<file path="config.mk">
export PLATFORM = sky130hd
export DESIGN_NAME = pipe_reg
export DESIGN_NICKNAME = d
export VERILOG_FILES = /design/src/rtl/pipe_reg.sv
export SDC_FILE = /design/constraint.sdc
export NUM_CORES = 1
export LEC_CHECK = 0
export ABC_AREA = 1
export CAP_MARGIN = 10
export CORE_ASPECT_RATIO = 1.5
export CORE_MARGIN = 4
export CORE_UTILIZATION = 30
export DETAILED_ROUTE_END_ITERATION = 8
export PLACE_DENSITY_LB_ADDON = 0.12
export SETUP_SLACK_MARGIN = 0.2
export SYNTH_ARGS = -nofsm -noshare
export SYNTH_HDL_FRONTEND = slang
export SYNTH_SLANG_ARGS = --single-unit
</file>
<file path="constraint.sdc">
create_clock -name clk -period 5.93 [get_ports clk]
set_clock_uncertainty 0.2 [all_clocks]
set_input_delay 0.593 -clock clk [delete_from_list [all_inputs] [get_ports clk]]
set_output_delay 0.593 -clock clk [all_outputs]
set_load 0.02 [all_outputs]
</file>
<file path="src/rtl/pipe_reg.sv">
// pipe_reg: elastic valid/ready pipeline of DEPTH stages with flush and occupancy count.
// Define PIPE_REG_SKID_EN to give each stage a skid register (capacity 2*DEPTH, registered in_ready).
module pipe_reg #(
    parameter int               WIDTH   = 6,
    parameter int               DEPTH   = 2,
    parameter logic [WIDTH-1:0] RST_VAL = '0
) (
    input  logic                         clk,
    input  logic                         rst,
    input  logic                         in_valid,
    output logic                         in_ready,
    input  logic [WIDTH-1:0]             in_data,
    output logic                         out_valid,
    input  logic                         out_ready,
    output logic [WIDTH-1:0]             out_data,
    input  logic                         flush,
    output logic [$clog2(2*DEPTH+1)-1:0] count
);
    localparam int CW = $clog2(2*DEPTH+1);
    logic [DEPTH-1:0]            vld_q, vld_d, ofr;
    logic [DEPTH-1:0][WIDTH-1:0] dat_q, dat_d, src;
    logic [DEPTH:0]              rdy;
    logic [CW-1:0]               count_q, count_d;
    logic                        in_fire, out_fire;
    assign out_valid = vld_q[DEPTH-1];
    assign out_data  = dat_q[DEPTH-1];
    assign count     = count_q;
    assign out_fire  = out_valid && out_ready;
    assign count_d   = flush ? '0 : count_q + CW'(in_fire) - CW'(out_fire);
`ifdef PIPE_REG_SKID_EN
    logic [DEPTH-1:0]            sv_q, sv_d;
    logic [DEPTH-1:0][WIDTH-1:0] sd_q, sd_d;
    logic                        acc, mv;
    // rdy[i] is purely registered, so out_ready never reaches in_ready
    always_comb begin
        vld_d = '0;
        dat_d = dat_q;
        sv_d = '0;
        sd_d = sd_q;
        acc = 1'b0;
        mv = 1'b0;
        rdy = {out_ready, ~sv_q};
        in_ready = rdy[0] && !flush && !rst;
        in_fire = in_valid && in_ready;
        ofr = DEPTH'({vld_q, in_fire});
        src = (DEPTH*WIDTH)'({dat_q, in_data});
        for (int i = 0; i < DEPTH; i++) begin
            acc = !flush && ofr[i] && rdy[i];
            mv = !flush && (!vld_q[i] || rdy[i+1]);
            vld_d[i] = !flush && (mv ? (sv_q[i] || acc) : 1'b1);
            sv_d[i] = !flush && !mv && (sv_q[i] || acc);
            dat_d[i] = mv ? (sv_q[i] ? sd_q[i] : acc ? src[i] : dat_q[i]) : dat_q[i];
            sd_d[i] = (!mv && acc) ? src[i] : sd_q[i];
        end
    end
    always_ff @(posedge clk or posedge rst) begin
        if (rst) begin
            sv_q <= '0;
            sd_q <= {DEPTH{RST_VAL}};
        end else begin
            sv_q <= sv_d;
            sd_q <= sd_d;
        end
    end
`else
    // ready ripples back from out_ready so a full pipe can accept while draining
    always_comb begin
        vld_d = '0;
        dat_d = dat_q;
        rdy[DEPTH] = out_ready;
        for (int i = DEPTH - 1; i >= 0; i--) rdy[i] = !vld_q[i] || rdy[i+1];
        in_ready = rdy[0] && !flush && !rst;
        in_fire = in_valid && in_ready;
        ofr = DEPTH'({vld_q, in_fire});
        src = (DEPTH*WIDTH)'({dat_q, in_data});
        for (int i = 0; i < DEPTH; i++) begin
            vld_d[i] = !flush && ((ofr[i] && rdy[i]) || (vld_q[i] && !rdy[i+1]));
            dat_d[i] = (!flush && ofr[i] && rdy[i]) ? src[i] : dat_q[i];
        end
    end
`endif
    always_ff @(posedge clk or posedge rst) begin
        if (rst) begin
            vld_q <= '0;
            dat_q <= {DEPTH{RST_VAL}};
            count_q <= '0;
        end else begin
            vld_q <= vld_d;
            dat_q <= dat_d;
            count_q <= count_d;
        end
    end
endmodule

</file>
==> metrics.md, run 1 <==
| Metric | Value |
|---|---|
| Clk_lat worst skew | `240 ps` |
| Worst-path maximum fanout | `8` |
| CTS tree | `done` |
| Routed via count | `646` |
| Hold crit path type | `flip-flop to flip-flop` |
| Worst VDD drop | `0.000126 V` |
| Status | `completed` |
| Routed Antenna Nets | `0` |
| Setup TNS | `0 ps` |
| Total gr overflow | `0` |
| Max-Slew Margin vs Limit | `0.556` |
| Cell count after synthesis | `96` |
| Post-cts gate resize count | `0` |
| Total of max-cap violations | `0` |
| Fin nets | `128` |
| RSZ-0062 raised after global routing | `no` |
| Fin. max-slew vios | `0` |
| Die area | `3950 µm²` |
| Seq/Total Area, Yosys | `0.474` |
| Routed vias/inst | `4.25` |
| CP arrival | `2100 ps` |
| Die Span Y | `75.0 µm` |
| Vias in the first global route | `662` |
| Final worst-path cycle share | `0.487` |
| Worst-path clk slew | `60 ps` |
| Mapped Area | `897 µm²` |
| Least-Margin Pin Slew | `665 ps` |
| CP peak stage delay | `590 ps` |
| Post-layout util | `0.392` |
| CTS root buf | `clkbuf_8` |
| Worst-case reg-to-reg path depth | `9` |
| CTS sink cnt | `17` |
| Pre-antenna DRT Iters | `4` |
| Tmin final | `2890 ps` |
| Core region area | `2880 µm²` |
| Yosys Warn Count | `0` |
| Syn_area_per_cell | `9.34 µm²` |
| Slowest cell on the critical path | `clkdlybuf4s50_1` |
| Synthesized net count | `110` |
| Top Layer Used | `met4` |
| P_leak | `0.546 nW` |
| Pin count of the biggest net entering global routing | `19` |
| Setup Crit Path Kind | `input port to primary output` |
| Share of layout cells above drive strength 1 | `0.159` |
| CP Cell Sequence | `clkdlybuf4s50_1 > nor2_4 > nand2_1 > inv_1 > clkdlybuf4s50_1` |
| Post-detail-place hpwl | `1.39 mm` |
| Setup Viol. Count Final | `0` |
| Cts hold-fix bufs | `0` |
| Pwr per Cell Area | `271 nW/µm²` |
| Initial Utilization | `0.311` |
| Die width | `52.7 µm` |
| Max Fclk | `0.346 GHz` |
| Number of distinct library cells after synthesis | `19` |
| Fill cells | `327` |
| Cell Rows | `24` |
| Met1 WL | `696 µm` |
| Antenna violations before repair | `0` |
| Worst EP required | `5140 ps` |
| Metal2 WL | `852 µm` |
| Crit. End Element | `primary output` |
| GRT Total Usage | `0.102` |
| WL final | `1.67 mm` |
| Bufs on Longest Clock Path | `2` |
| IO Port Bufs | `21` |
| GPL Wtd Cong | `0.783` |
| Residual DRC count | `0` |
| Critical Path Most Common Cell | `clkdlybuf4s50_1` |
| Hold path depth | `2` |
| H-tree Lvls | `1` |
| 1st-iter DRT viols | `17` |
| Post-CTS setup repair buffer count | `0` |
| Ant diodes | `0` |
| First-pass GRT wire length | `2.93 mm` |
| Cts bufs inserted | `3` |
| Num ports | `22` |
| Area Overhead vs Synth | `26.1%` |
| CP startpoint kind | `input port` |
| Yosys reg bits | `17` |
| Met3 wire length | `88 µm` |
| Final hold vios | `0` |
| Routed WL per cell | `11.0 µm` |
## cells in the mapped netlist
library cell	count	share of area
inv_1	17	0.071
nand3_2	1	0.011
nand2_2	4	0.028
ha_1	2	0.028
nor2_1	3	0.013
nand4_1	6	0.042
nor2_4	1	0.013
buf_4	6	0.050
inv_2	1	0.0042
o21ai_2	6	0.059
nand3_1	1	0.0056
nand3_4	2	0.039
fa_1	1	0.022
buf_12	1	0.022
a21oi_1	1	0.0056
nand2_1	23	0.096
o21ai_0	2	0.011
dfrtp_1	17	0.47
clkbuf_2	1	0.0056
## critical path, delay by kind of cell
kind	cells	cell delay, ps
buf+inv	3	1160
simple gates	2	340
## cell usage in the layout (no fill, tap or decap)
cell | netlist | final
nand3_1 | 1 | 1
nand3_4 | 2 | 2
a21oi_1 | 1 | 1
nand2_2 | 4 | 4
inv_1 | 17 | 17
nor2_4 | 1 | 1
o21ai_2 | 6 | 6
clkbuf_1 | 0 | 1
ha_1 | 2 | 2
nand3_2 | 1 | 1
fa_1 | 1 | 1
nand4_1 | 6 | 6
dfrtp_1 | 17 | 17
inv_2 | 1 | 1
o21ai_0 | 2 | 2
nor2_1 | 3 | 3
clkdlybuf4s50_1 | 0 | 21
nand2_1 | 23 | 23
clkbuf_8 | 0 | 3
## registers in the layout, indices dropped and copies added (netlist names)
signal,count
count,3
vld_q,2
out_data,6
dat_q,6
## logic make-up after synthesis
family | share of synthesized area
adder cells (fa/ha/maj) | 0.0502
AO/OA/AOI/OAI | 0.0753
AND/OR/NAND/NOR | 0.247
buffers and inverters | 0.153
flip-flops | 0.474
## metal layers
| metal | vias to the layer above | global-route usage |
|---|---|---|
| li1 | 330 | - |
| met2 | 19 | 0.163 |
| met4 | 0 | 0.0597 |
| met1 | 293 | 0.124 |
| met3 | 4 | 0.0238 |
| met5 | - | 0 |
## worst paths after layout
kind                                      start  slack, ps              endpoint
setup / recovery                          flush       3040              in_ready
hold / removal             dat_q[2]$_DFFE_PP0P_        280  dat_q[2]$_DFFE_PP0P_
setup reg to reg             vld_q[0]$_DFF_PP0_       3760    count[2]$_DFF_PP0_
hold reg to reg            dat_q[2]$_DFFE_PP0P_        280  dat_q[2]$_DFFE_PP0P_
max in group asynchronous                   rst       4470    vld_q[0]$_DFF_PP0_
min in group asynchronous                   rst        640    count[1]$_DFF_PP0_
## stage by stage
step           hold WS [ps]  cell area [µm²]  setup WS, ps  instances  power [mW]
2_1_floorplan           242              897          3710         96       0.205
3_3_place_gp            263             1090          3040        148       0.228
3_5_place_dp            267             1090          2980        148       0.228
4_1_cts                 284             1130          3020        152       0.313
5_1_grt                 298             1130          2940        152       0.329
6_report                275             1130          3040        152       0.306
## area by class of cell
| class | instances | area, µm² | area share |
|---|---|---|---|
| Inverter | 18 | 67.6 | 0.0597 |
| Tap cell | 39 | 48.8 | 0.0431 |
| Clock buffer | 4 | 45.0 | 0.0398 |
| Sequential cell | 17 | 425 | 0.376 |
| Timing Repair Buffer | 21 | 210 | 0.186 |
| Multi-Input combinational cell | 53 | 334 | 0.295 |
## power breakdown
part           total [mW]  internal [mW]  switching (mW)
clock              0.0819         0.0475          0.0345
sequential          0.144          0.134          0.0108
combinational      0.0799         0.0389          0.0410
Power figures use the tool's default switching activity.
==> run 2, diff against run 1 <==
- clock period: 5.93 -> 2.4 ns (I/O delays scaled with it)
==> run 2 against run 1 <==
Setup slack got worse by 2700 ps. Core utilization increased by 2.3 points. Critical endpoint is now count[1]$_DFF_PP0_. Via count increased by 0.77%. Register-to-register slack got worse by 3300 ps. Hold slack got worse by 6.2 ps. Clock power increased to 2.6 times the previous value. Design area increased by 5.9%. Routed wire length decreased by 1.1%. Non-clock buffer count increased by 7. Sequential power increased by 150%.
==> metrics.md, run 2 (synthesized netlist as in run 1, its figures left out) <==
| Metric | Value |
|---|---|
| Commonest non-fill, non-tap cell in the layout | `nand2_1` |
| Post-route insts no fill | `159 (+4.6%)` |
| Routed Antenna Nets | `0 (unchanged)` |
| Hold crit path type | `flip-flop to flip-flop` |
| H-tree Lvls | `1 (unchanged)` |
| Area Overhead vs Synth | `33.5%` |
| Worst-path clk slew | `70 ps (about the same)` |
| CP arrival | `1980 ps (-120 ps)` |
| Final worst-path cycle share | `0.850` |
| Final hold vios | `0 (unchanged)` |
| Worst-case reg-to-reg path depth | `8 (-1)` |
| Worst EP required | `2340 ps (-2800 ps)` |
| 1st-iter DRT viols | `15 (-2)` |
| CP peak stage delay | `520 ps (-70 ps)` |
| Min setup slack post-route | `360 ps (-2680 ps)` |
| Tot Pwr | `769 µW (+150%)` |
| Bufs on Longest Clock Path | `2 (unchanged)` |
| Die area | `3950 µm² (unchanged)` |
| Vias in the first global route | `617 (-6.8%)` |
| Die Span Y | `75.0 µm (unchanged)` |
| Slowest cell on the critical path | `fa_2` |
| Setup Crit Path Kind | `input port to flip-flop` |
| Total gr overflow | `0 (unchanged)` |
| Num ports | `22 (unchanged)` |
| Worst path depth | `9 (+4)` |
| Ant diodes | `0 (unchanged)` |
| Die width | `52.7 µm (unchanged)` |
| Max-Slew Margin vs Limit | `0.850 (+0.293)` |
| Setup TNS | `0 ps (unchanged)` |
| Most frequent cells in the layout | `nand2_1 (23), clkdlybuf4s50_1 (19), inv_1 (17), dfrtp_1 (17)` |
| IO Port Bufs | `21 (unchanged)` |
| Crit. End Element | `flip-flop` |
| CP Cell Sequence | `clkdlybuf4s50_1 > nor2_4 > nand3_4 > ha_1 > inv_1 > ha_1 > inv_1 > fa_2 > nor2_1` |
| Worst VDD drop | `0.000310 V (+150%)` |
| WL final | `1.66 mm (-1.1%)` |
| Worst hold slack | `269 ps (-6.17 ps)` |
| Cts bufs inserted | `3 (unchanged)` |
| Pin count of the biggest net entering global routing | `18 (-1)` |
| Routed via count | `651 (+0.77%)` |
| Tmin final | `2040 ps` |
| CP Buf/Inv Count | `3 (unchanged)` |
| Routed vias/inst | `4.09 (-3.7%)` |
| CTS tree | `done` |
| Initial Utilization | `0.311 (unchanged)` |
| GPL Wtd Cong | `0.749 (-4.4%)` |
| Pre-antenna DRT Iters | `4 (unchanged)` |
| Pwr per Cell Area | `642 nW/µm² (+140%)` |
| Fin nets | `135 (+5.5%)` |
| P_leak | `0.602 nW (+10%)` |
| Status | `completed` |
| Share of layout cells above drive strength 1 | `0.217 (+0.0574)` |
| Total of max-cap violations | `0 (unchanged)` |
| GRT Total Usage | `0.0957 (-0.00628)` |
| Fin. max-slew vios | `0 (unchanged)` |
| Max Fclk | `0.490 GHz` |
| CTS sink cnt | `17 (unchanged)` |
| Delay-heaviest family, CP | `adder cells` |
| Worst-path maximum fanout | `2 (-6)` |
| Cell Rows | `24 (unchanged)` |
| Setup Viol. Count Final | `0 (unchanged)` |
| CP startpoint kind | `input port` |
| Residual DRC count | `0 (unchanged)` |
| RSZ-0062 raised after global routing | `no` |
| Clk_lat worst skew | `240 ps (about the same)` |
| Antenna violations before repair | `0 (unchanged)` |
| First-pass GRT wire length | `2.67 mm (-8.7%)` |
| Pre-CTS setup slack | `42.7 ps (-2940 ps)` |
| Core region area | `2880 µm² (unchanged)` |
| CTS root buf | `clkbuf_8` |
| Routed WL per cell | `10.4 µm (-5.4%)` |
| Cell count after placement | `154 (+4.1%)` |
| Post-detail-place hpwl | `1.35 mm (-3.4%)` |
| Least-Margin Pin Slew | `225 ps (-439 ps)` |
| Hold path depth | `2 (unchanged)` |
-- run 2: cell count changes in the layout (fill, tap and decap cells not counted), sizes merged --
cell           previous run  this run
dlymetal6s2s              0         2
buf                       0         6
dlygate4sd3               0         1
clkdlybuf4s50            21        19
-- run 2: per-layer routing --
| metal | wire length [µm] | vias to the layer above | global-route usage | share of wire |
|---|---|---|---|---|
| met4 | 16 | 0 | 0.0511 | 0.0097 |
| li1 | - | 338 | - | - |
| met1 | 659 | 294 | 0.113 | 0.40 |
| met5 | 0 | - | 0 | 0 |
| met2 | 905 | 17 | 0.166 | 0.55 |
| met3 | 74 | 2 | 0.0119 | 0.045 |
-- run 2: timing repair --
action | CTS | global route
hold endpoints to repair | 0 | 17
resized for setup | 0 | 4
endpoints found under the setup margin | 0 | 2
hold buffers | 0 | 1
buffers inserted | 0 | 0
-- run 2: worst reg2reg max path: cells and delay by family (launching register included) --
kind / cells / cell delay [ps]
flops: 1 / 430
buf+inv: 2 / 100
fa+ha+maj: 3 / 920
simple gates: 3 / 230
-- run 2: final timing paths --
kind,endpoint,slack [ps],startpoint
setup reg to reg,count[1]$_DFF_PP0_,420,vld_q[0]$_DFF_PP0_
setup / recovery,count[1]$_DFF_PP0_,360,flush
hold reg to reg,dat_q[4]$_DFFE_PP0P_,270,dat_q[4]$_DFFE_PP0P_
max in group asynchronous,dat_q[3]$_DFFE_PP0P_,1340,rst
hold / removal,dat_q[4]$_DFFE_PP0P_,270,dat_q[4]$_DFFE_PP0P_
min in group asynchronous,count[2]$_DFF_PP0_,470,rst
-- run 2: cell type report --
cell class | instances | area [µm²]
timing repair buffer | 28 | 270
tap | 39 | 48.8
clock buffer | 4 | 45.0
sequential | 17 | 425
multi-input combinational | 53 | 340
inverter | 18 | 67.6
fill | 323 | 1690
-- run 2: where the power goes --
group | switching, mW | total, mW | internal, mW
Sequential | 0.0253 | 0.355 | 0.330
Combinational | 0.102 | 0.205 | 0.103
Clock | 0.0911 | 0.209 | 0.117
Total | 0.219 | 0.769 | 0.550
-- run 2: metrics by stage --
| step | area [µm²] | util |
|---|---|---|
| CTS | 1180 | 0.408 |
| floorplan | 897 | - |
| global placement | 1130 | 0.392 |
| finish | 1200 | 0.415 |
| detailed placement | 1130 | 0.392 |
| global route | 1200 | 0.415 |
